### src/rtl/spi_dac_tx.sv
// Serial transmitter for a 12-bit SPI DAC: buffers one audio sample and ships it as a
// 16-bit mode-0 frame, then strobes LDAC to latch the new code into the output.
//
// state    | meaning
// ---------+------------------------------------------------------
// IDLE     | no frame; load shift register when the buffer is full
// SETUP    | cs_n low, first bit on mosi, waiting before first sck rise
// SHIFT_HI | sck high, DAC samples the current bit
// SHIFT_LO | sck low, next bit presented (or frame finishing)
// GAP      | cs_n released, waiting before the latch strobe
// LATCH    | ldac_n held low
module spi_dac_tx #(
    parameter int unsigned CLK_DIV = 4,
    parameter int unsigned CHANNEL = 0,
    parameter int unsigned GAIN_1X = 1
) (
    input  logic        clk,
    input  logic        reset_n,
    input  logic        sample_valid,
    input  logic [15:0] sample,
    output logic        ready,
    output logic        busy,
    output logic        overrun,
    output logic        dac_cs_n,
    output logic        dac_sck,
    output logic        dac_mosi,
    output logic        dac_ldac_n
);

    typedef enum logic [2:0] {
        IDLE,
        SETUP,
        SHIFT_HI,
        SHIFT_LO,
        GAP,
        LATCH
    } state_t;

    localparam logic [7:0] PH_LOAD  = 8'(CLK_DIV - 1);
    localparam logic       CH_BIT   = 1'(CHANNEL);
    localparam logic       GAIN_BIT = 1'(GAIN_1X);

    state_t      state;
    logic [11:0] buf_data;
    logic        buf_full;
    logic [14:0] shreg;
    logic [7:0]  phase_cnt;
    logic [4:0]  bit_cnt;
    logic        drain;
    logic        phase_done;
    logic        unused_lsbs;

    assign drain       = (state == IDLE) && buf_full;
    assign phase_done  = (phase_cnt == 8'd0);
    assign ready       = ~buf_full;
    assign busy        = (state != IDLE);
    assign unused_lsbs = ^sample[3:0];

    always_ff @(posedge clk) begin
        if (!reset_n) begin
            state      <= IDLE;
            buf_data   <= '0;
            buf_full   <= 1'b0;
            shreg      <= '0;
            phase_cnt  <= '0;
            bit_cnt    <= '0;
            overrun    <= 1'b0;
            dac_cs_n   <= 1'b1;
            dac_sck    <= 1'b0;
            dac_mosi   <= 1'b0;
            dac_ldac_n <= 1'b1;
        end else begin
            // A sample landing on the drain edge refills the just-emptied buffer.
            overrun <= sample_valid && buf_full && !drain;
            if (sample_valid) begin
                buf_data <= sample[15:4];
                buf_full <= 1'b1;
            end else if (drain) begin
                buf_full <= 1'b0;
            end

            if (state != IDLE) begin
                phase_cnt <= phase_done ? PH_LOAD : phase_cnt - 8'd1;
            end

            case (state)
                IDLE: begin
                    if (buf_full) begin
                        shreg     <= {1'b0, GAIN_BIT, 1'b1, buf_data};
                        dac_mosi  <= CH_BIT;
                        dac_cs_n  <= 1'b0;
                        phase_cnt <= PH_LOAD;
                        bit_cnt   <= 5'd16;
                        state     <= SETUP;
                    end
                end
                SETUP: begin
                    if (phase_done) begin
                        dac_sck <= 1'b1;
                        state   <= SHIFT_HI;
                    end
                end
                SHIFT_HI: begin
                    if (phase_done) begin
                        dac_sck <= 1'b0;
                        bit_cnt <= bit_cnt - 5'd1;
                        // Next bit goes out on the falling edge so it is settled a full
                        // half-period before the DAC samples it.
                        if (bit_cnt != 5'd1) begin
                            dac_mosi <= shreg[14];
                            shreg    <= {shreg[13:0], 1'b0};
                        end
                        state <= SHIFT_LO;
                    end
                end
                SHIFT_LO: begin
                    if (phase_done) begin
                        if (bit_cnt == 5'd0) begin
                            dac_cs_n <= 1'b1;
                            dac_mosi <= 1'b0;
                            state    <= GAP;
                        end else begin
                            dac_sck <= 1'b1;
                            state   <= SHIFT_HI;
                        end
                    end
                end
                GAP: begin
                    if (phase_done) begin
                        dac_ldac_n <= 1'b0;
                        state      <= LATCH;
                    end
                end
                LATCH: begin
                    if (phase_done) begin
                        dac_ldac_n <= 1'b1;
                        state      <= IDLE;
                    end
                end
                default: state <= IDLE;
            endcase
        end
    end

endmodule
### config.mk
export PLATFORM = sky130hd
export DESIGN_NAME = spi_dac_tx
export DESIGN_NICKNAME = d
export VERILOG_FILES = /design/src/rtl/spi_dac_tx.sv
export SDC_FILE = /design/constraint.sdc
export NUM_CORES = 1
export LEC_CHECK = 0
export ABC_CLOCK_PERIOD_IN_PS = 2800
export CORE_AREA = 8 8 81 83
export DETAILED_ROUTE_END_ITERATION = 8
export DIE_AREA = 0 0 89 91
export SLEW_MARGIN = 5
export SYNTH_ARGS = -nofsm -noshare
export SYNTH_HDL_FRONTEND = slang
export SYNTH_SLANG_ARGS = --single-unit
export TNS_END_PERCENT = 1
### constraint.sdc
create_clock -name clk -period 2.8 [get_ports clk]
set_clock_uncertainty 0.05 [all_clocks]
set_input_delay 0.28 -clock clk [delete_from_list [all_inputs] [get_ports clk]]
set_output_delay 0.28 -clock clk [all_outputs]
set_load 0.02 [all_outputs]
# Yosys cells after proc, flatten, opt, wreduce, memory -nomap -nowiden
# Cells that the tools add are included.
[totals]
reg_bits = 49
latchBits = 0
mem_bits_rw = 0
romBits = 0
input_bits = 19
out_inout_bits = 7
wordCells = 86
n_memories = 0
[op_classes]
addsub = 2
n_mul = 0
n_div = 0
order_cmp = 0
n_eq_ne = 15
shift = 0
mux = 36
bitwise = 1
reduce_logical = 21
[op_table]
columns = ["operator", "count"]
rows = [
  ["15-bit two-way mux", 3],
  ["8-bit two-way mux", 4],
  ["15-bit case mux with 2 select lines", 1],
  ["3-bit two-way mux", 7],
  ["2-bit != test, second input constant", 9],
  ["3-bit case mux with 6 select lines", 1],
  ["1-bit two-way mux", 13],
  ["6-bit AND reduction", 2],
  ["5-bit two-way mux", 2],
  ["5-bit case mux with 2 select lines", 1],
  ["3-bit nonzero test", 3],
  ["8-bit logical NOT", 1],
  ["4-bit AND reduction", 2],
  ["2-bit nonzero test", 4],
  ["8-bit by 1-bit subtractor with 8-bit output, second input constant", 1],
  ["3-bit by 2-bit equality test with 1-bit output, second input constant", 2],
  ["3-bit equality test, second input constant", 2],
  ["1-bit case mux with 3 select lines", 2],
  ["3-bit AND reduction", 2],
  ["5-bit logical NOT", 1],
  ["5-bit by 1-bit != test with 1-bit output, second input constant", 1],
  ["5-bit AND reduction", 1],
  ["5-bit by 1-bit subtractor with 5-bit output, second input constant", 1],
  ["1-bit case mux with 2 select lines", 2],
  ["other kinds (5)", 7],
]

# Longest topological paths before layout
[logic_depth]
word_depth = 5
depth_mapped = 7
mapped_depth_nobuf = 6

# Worst setup path before layout
# Ideal clock, no wire load.
[synth_path]
path_type = "register to register"
from = "register phase_cnt[0]"
to = "register dac_ldac_n"
setup_ns = 0.129
t_arrival_ns = 1.712
setup_slack_ns = 0.909
stages_incl_launch_ff = 7
path_buffers = 0
cell_sequence = "dfxtp_1 > inv_1 > ha_1 > or3b_2 > or4_1 > mux2i_1 > nand2_1"
[synth_between]
elab_chain_cells = 3
elab_cells_between_ends = 4
cone_classes = "2 x eq/ne; 2 x reduce/logical"
[synth_lines]
columns = ["item", "line", "rtl"]
rows = [
  ["start, declared", "47", "logic [7:0] phase_cnt;"],
  ["start signal, assigned", "83", "phase_cnt <= phase_done ? PH_LOAD : phase_cnt - 8'd1;"],
  ["8-bit logical NOT *", "54", "assign phase_done = (phase_cnt == 8'd0);"],
  ["2-bit != test (no line)", "-", ""],
  ["3-bit AND reduction (no line) *", "-", ""],
  ["end signal, assigned", "71", "dac_ldac_n <= 1'b1;"],
  ["end signal, assigned", "130", "dac_ldac_n <= 1'b0;"],
  ["end signal, assigned", "136", "dac_ldac_n <= 1'b1;"],
  ["end, declared", "27", "output logic dac_ldac_n"],
]
# Mark *: on every way between the ends. The rest lies on a longest branch, timed or not.
# A chain may end at the register's enable or synchronous reset.

# Final worst setup path
[layout_path]
from = "register state[0]"
to = "output port busy"
[layout_between]
elab_chain_cells = 1
[layout_lines]
columns = ["item", "line", "rtl"]
rows = [
  ["start, declared", "43", "state_t state;"],
  ["start signal, assigned", "61", "state <= IDLE;"],
  ["start signal, assigned", "94", "state <= SETUP;"],
  ["start signal, assigned", "100", "state <= SHIFT_HI;"],
  ["3-bit nonzero test", "56", "assign busy = (state != IDLE);"],
  ["end, declared", "22", "output logic busy,"],
]
# Every way passes these cells.

==> reports/qor_table.md <==
| Group | Quantity | Value |
|:---|:---|:---|
| clock network | Maximum buffer depth of the clock tree | 2 |
| logic synthesis | Fraction of registers with async set/reset | 0% |
| power and ir drop | Net switching power figure | 1.13 mW |
| clock network | Count of buffers added by post-CTS timing repair for setup | 0 |
| logic synthesis | Cell area after technology mapping | 2300 µm² |
| floorplanning | Number of I/O pins | 26 |
| clock network | Cell at the root of the clock tree | sky130_fd_sc_hd__clkbuf_8 |
| logic synthesis | Post-synth net total | 265 |
| route | Routed wire per std cell | 14.0 µm |
| global routing | Remaining global-route overflow | 0 |
| logic synthesis | Fraction of the yosys area taken by sequential cells | 42.7% |
| clock network | TritonCTS clock tree | built |
| power and ir drop | Standby leakage power | 0.972 nW |
| timing | RSZ-0062 raised after global routing | false |
| min path | Hold Crit Depth | 2 |
| clock network | # hold bufs at CTS | 0 |
| cells and area | Fraction of final layout cells with drive strength greater than 1 | 13.7% |
| logic synthesis | Synth area leaders | sky130_fd_sc_hd__dfxtp_1 (43%), sky130_fd_sc_hd__mux2i_1 (11%), sky130_fd_sc_hd__a21oi_1 (6.1%) |
| global routing | Vias in the first global route | 1792 |
| power and ir drop | Share of power burned in registers | 37.3% |
| timing | Transition time at the pin with the least slew margin | 0.828 ns |
| cells and area | Final cell area excluding filler cells | 2690 µm² |
| logic synthesis | Number of distinct library cell variants in the gate-level netlist after synthesis | 47 |
| place | # port buffers | 21 |
| place | Post-DP HPWL | 3220 µm |
| global routing | Maximum number of pins on one net before global-route repair | 36 |
| floorplanning | Num rows | 27 |
| route | Via density per instance | 5.35 |
| timing | Top achievable clock speed | 438 MHz |
| logic synthesis | Most used standard cell by instance count after synthesis | sky130_fd_sc_hd__dfxtp_1 |
| worst setup path | Cells along the critical path | nor3_1 -> buf_4 -> inv_2 -> clkdlybuf4s50_1 |
| logic synthesis | FF+latch count, synth | 49 |
| logic synthesis | Syn_area_per_cell | 9.50 µm² |
| route | Initial detailed-routing violation count | 88 |
| timing | Number of failing hold endpoints at the final stage | 0 |
| power and ir drop | Max rail drop VDD | 0.483 mV |
| timing | Final Critical Period | 2.28 ns |
| clock network | Count of instances resized after the clock tree is built | 0 |
| power and ir drop | Pwr/cell area | 1070 nW/µm² |
| power and ir drop | Share of total power consumed by net switching | 39.4% |
| floorplanning | Initial cell density of the core | 43.1% |
| floorplanning | Vertical extent of the die | 91 µm |
| clock network | Reg clk slew, reported paths | 0.09 ns |
| clock network | Worst-skew pair later-pin latency | 0.29 ns |
| power and ir drop | Logic pwr share | 44.4% |
| logic synthesis | Most used flip-flop cell after synthesis | sky130_fd_sc_hd__dfxtp_1 |
| worst setup path | WP data arrival | 1.95 ns |
| min path | Hold/Removal Path Class | reg2reg |
| worst setup path | Largest delay share family, worst path | buffers and inverters |
| logic synthesis | Number of enable-type register cells in the synthesized netlist | 0 |
| floorplanning | Core box area | 5340 µm² |
| timing | Setup-failing EPs final | 0 |
| route | Length of the first detailed-routing pass in iterations | 4 |
| worst setup path | Buffers and inverters on the worst path | 3 |
| worst setup path | Critical-path maximum fanout | 12 |
| place | Weighted congestion reported at the end of routability-driven placement | 0.773 |
| global routing | Global-route wire length before repair | 8250 µm |
| cells and area | Relative area change from synthesis to final layout | 17.0% |
| worst setup path | Required time of the critical path | 2.47 ns |
| timing | Total Neg Setup Slack | 0 ns |
| worst setup path | Worst Reg-to-Reg Cells | 6 |
| floorplanning | Chip Width | 89 µm |
| worst setup path | Critical Setup Path Class | reg2out |
| worst setup path | Cell with the biggest individual delay on the critical path | sky130_fd_sc_hd__clkdlybuf4s50_1 |
| timing | Worst slew slack as a fraction of its limit | 44.6% |
| route | Detailed-route wire length | 4690 µm |
| global routing | Global routing usage summed across all routing layers | 12.6% |
| worst setup path | Kind of end point of the critical path | output pin |
| worst setup path | Number of logic stages on the critical path including buffering | 4 |
| clock network | Total CTS buffers | 5 |
| timing | Part of the cycle the worst path needs | 81.6% |
| job | Number of maximum-capacitance constraint violations | 0 |
| timing | Max Transition Viols Final | 0 |
| worst setup path | CP max stage delay | 0.63 ns |
| place | Area post-placement | 2570 µm² |
| route | Residual DRC count | 0 |
| route | Total vias in the final route | 1791 |
| logic synthesis | Share of the synthesized area in the top cell type | 42.7% |
| route | Antenna violation net count after detailed routing | 0 |
| cells and area | Diode count | 0 |
| logic synthesis | Syn. warnings | 0 |
| logic synthesis | Gate Count Post-Synth | 242 |
| power and ir drop | Clk network pwr share | 18.3% |
| timing | Worst hold slack across all endpoints | 0.414 ns |
| logic synthesis | Commonest cells in the synthesized netlist | sky130_fd_sc_hd__dfxtp_1 (49), sky130_fd_sc_hd__a21oi_1 (28), sky130_fd_sc_hd__mux2i_1 (26), sky130_fd_sc_hd__nor2_1 (18), sky130_fd_sc_hd__nand2_1 (15) |
| power and ir drop | Int Pwr | 1.74 mW |
| clock network | Maximum level of the CTS H-tree | 2 |
| outcome | Status | finished, final reports clean |
| cells and area | Layout Nets | 285 |
| clock network | Clk sinks | 49 |
| floorplanning | Die Footprint | 8100 µm² |
| worst setup path | Startpoint type of the worst setup path | register |
| logic synthesis | Top cell type by total area after synthesis | sky130_fd_sc_hd__dfxtp_1 |
| global routing | Antenna violations before repair | 0 |
## tightest hold or removal path: stages, from the launching register on
cell                      delay, ns
sky130_fd_sc_hd__dfxtp_1       0.32
sky130_fd_sc_hd__nand2_1       0.05
sky130_fd_sc_hd__a21oi_1       0.05
## kinds of logic after synthesis
kind of cell               Yosys count  share of synthesized area, %
and+or+nand+nor                     70                          17.4
AOI/OAI and AO/OA                   67                          20.9
DFF                                 49                          42.7
muxes                               26                          11.3
buffers and inverters               25                          5.22
adders and majority gates            4                          2.18
xor gates and xnor gates             1                         0.381
## power by group through the flow
stage          registers [mW]  clock network [mW]  logic (mW)
2_1_floorplan            1.03                   0        1.03
3_3_place_gp             1.09                   0        1.26
3_5_place_dp             1.09                   0        1.28
4_1_cts                  1.07               0.542        1.29
5_1_grt                  1.11               0.576        1.43
6_report                 1.07               0.525        1.28
## flip-flops by register name, indices dropped and copies added (netlist names)
| name | flops |
|---|---|
| buf_full | 1 |
| state | 3 |
| phase_cnt | 8 |
| overrun | 1 |
| dac_sck | 1 |
| dac_mosi | 1 |
| bit_cnt | 5 |
| shreg | 15 |
| dac_ldac_n | 1 |
| dac_cs_n | 1 |
| buf_data | 12 |
## worst paths after layout
kind                                                from                       to  slack, ns
worst max-delay path               state[0]$_SDFFE_PN0P_                     busy       0.52
worst min-delay path            buf_data[0]$_SDFFE_PN0P_    shreg[0]$_SDFFE_PN0P_       0.41
worst max register to register   phase_cnt[0]$_SDFF_PN0_  bit_cnt[4]$_SDFFE_PN0P_       0.71
worst min register to register  buf_data[0]$_SDFFE_PN0P_    shreg[0]$_SDFFE_PN0P_       0.41
## per-stage QoR
step	std cells	setup WS [ns]	power [mW]	utilization, %
detailed placement	327	0.744	2.37	48.2
global placement	327	0.769	2.35	48.2
floorplan	242	0.909	2.06	-
finish	335	0.515	2.87	50.4
CTS	335	0.494	2.90	50.4
global route	335	0.373	3.11	50.4
## layout make-up
| type | count | area (µm²) |
|---|---|---|
| fill | 556 | 2650 |
| multi-input combinational | 168 | 1200 |
| sequential | 49 | 981 |
| timing repair buffer | 27 | 255 |
| tap | 72 | 90.1 |
| clock buffer | 6 | 82.6 |
| inverter | 11 | 41.3 |
| clock inverter | 2 | 37.5 |
## metal layers
| layer | track usage (%) | vias up | share of wire [%] |
|---|---|---|---|
| met1 | 17.1 | 847 | 52 |
| li1 | - | 922 | - |
| met5 | 0 | - | 0 |
| met4 | 3.74 | 0 | 0.98 |
| met2 | 19.0 | 17 | 44 |
| met3 | 2.97 | 5 | 3.2 |
## layout by cell type (no fill, tap or decap), types with 2 or more instances in the layout
cell type | netlist | layout
sky130_fd_sc_hd__clkdlybuf4s50_1 | 0 | 21
sky130_fd_sc_hd__a21oi_1 | 28 | 28
sky130_fd_sc_hd__buf_4 | 4 | 6
sky130_fd_sc_hd__nor3_1 | 8 | 8
sky130_fd_sc_hd__or3_1 | 6 | 6
sky130_fd_sc_hd__nand2b_1 | 2 | 2
sky130_fd_sc_hd__o21ai_0 | 9 | 9
sky130_fd_sc_hd__dfxtp_1 | 49 | 49
sky130_fd_sc_hd__nand3_1 | 5 | 5
sky130_fd_sc_hd__nor2_1 | 18 | 18
sky130_fd_sc_hd__a211oi_1 | 5 | 5
sky130_fd_sc_hd__mux2i_1 | 26 | 26
sky130_fd_sc_hd__a31oi_1 | 2 | 2
sky130_fd_sc_hd__nor4_1 | 2 | 2
sky130_fd_sc_hd__inv_1 | 9 | 9
sky130_fd_sc_hd__nand4_1 | 2 | 2
sky130_fd_sc_hd__a211oi_2 | 9 | 9
sky130_fd_sc_hd__nand2_1 | 15 | 15
sky130_fd_sc_hd__ha_1 | 4 | 4
sky130_fd_sc_hd__clkbuf_8 | 0 | 6
sky130_fd_sc_hd__nor3b_2 | 1 | 2
sky130_fd_sc_hd__a311oi_1 | 4 | 4
Power figures use the tool's default switching activity.
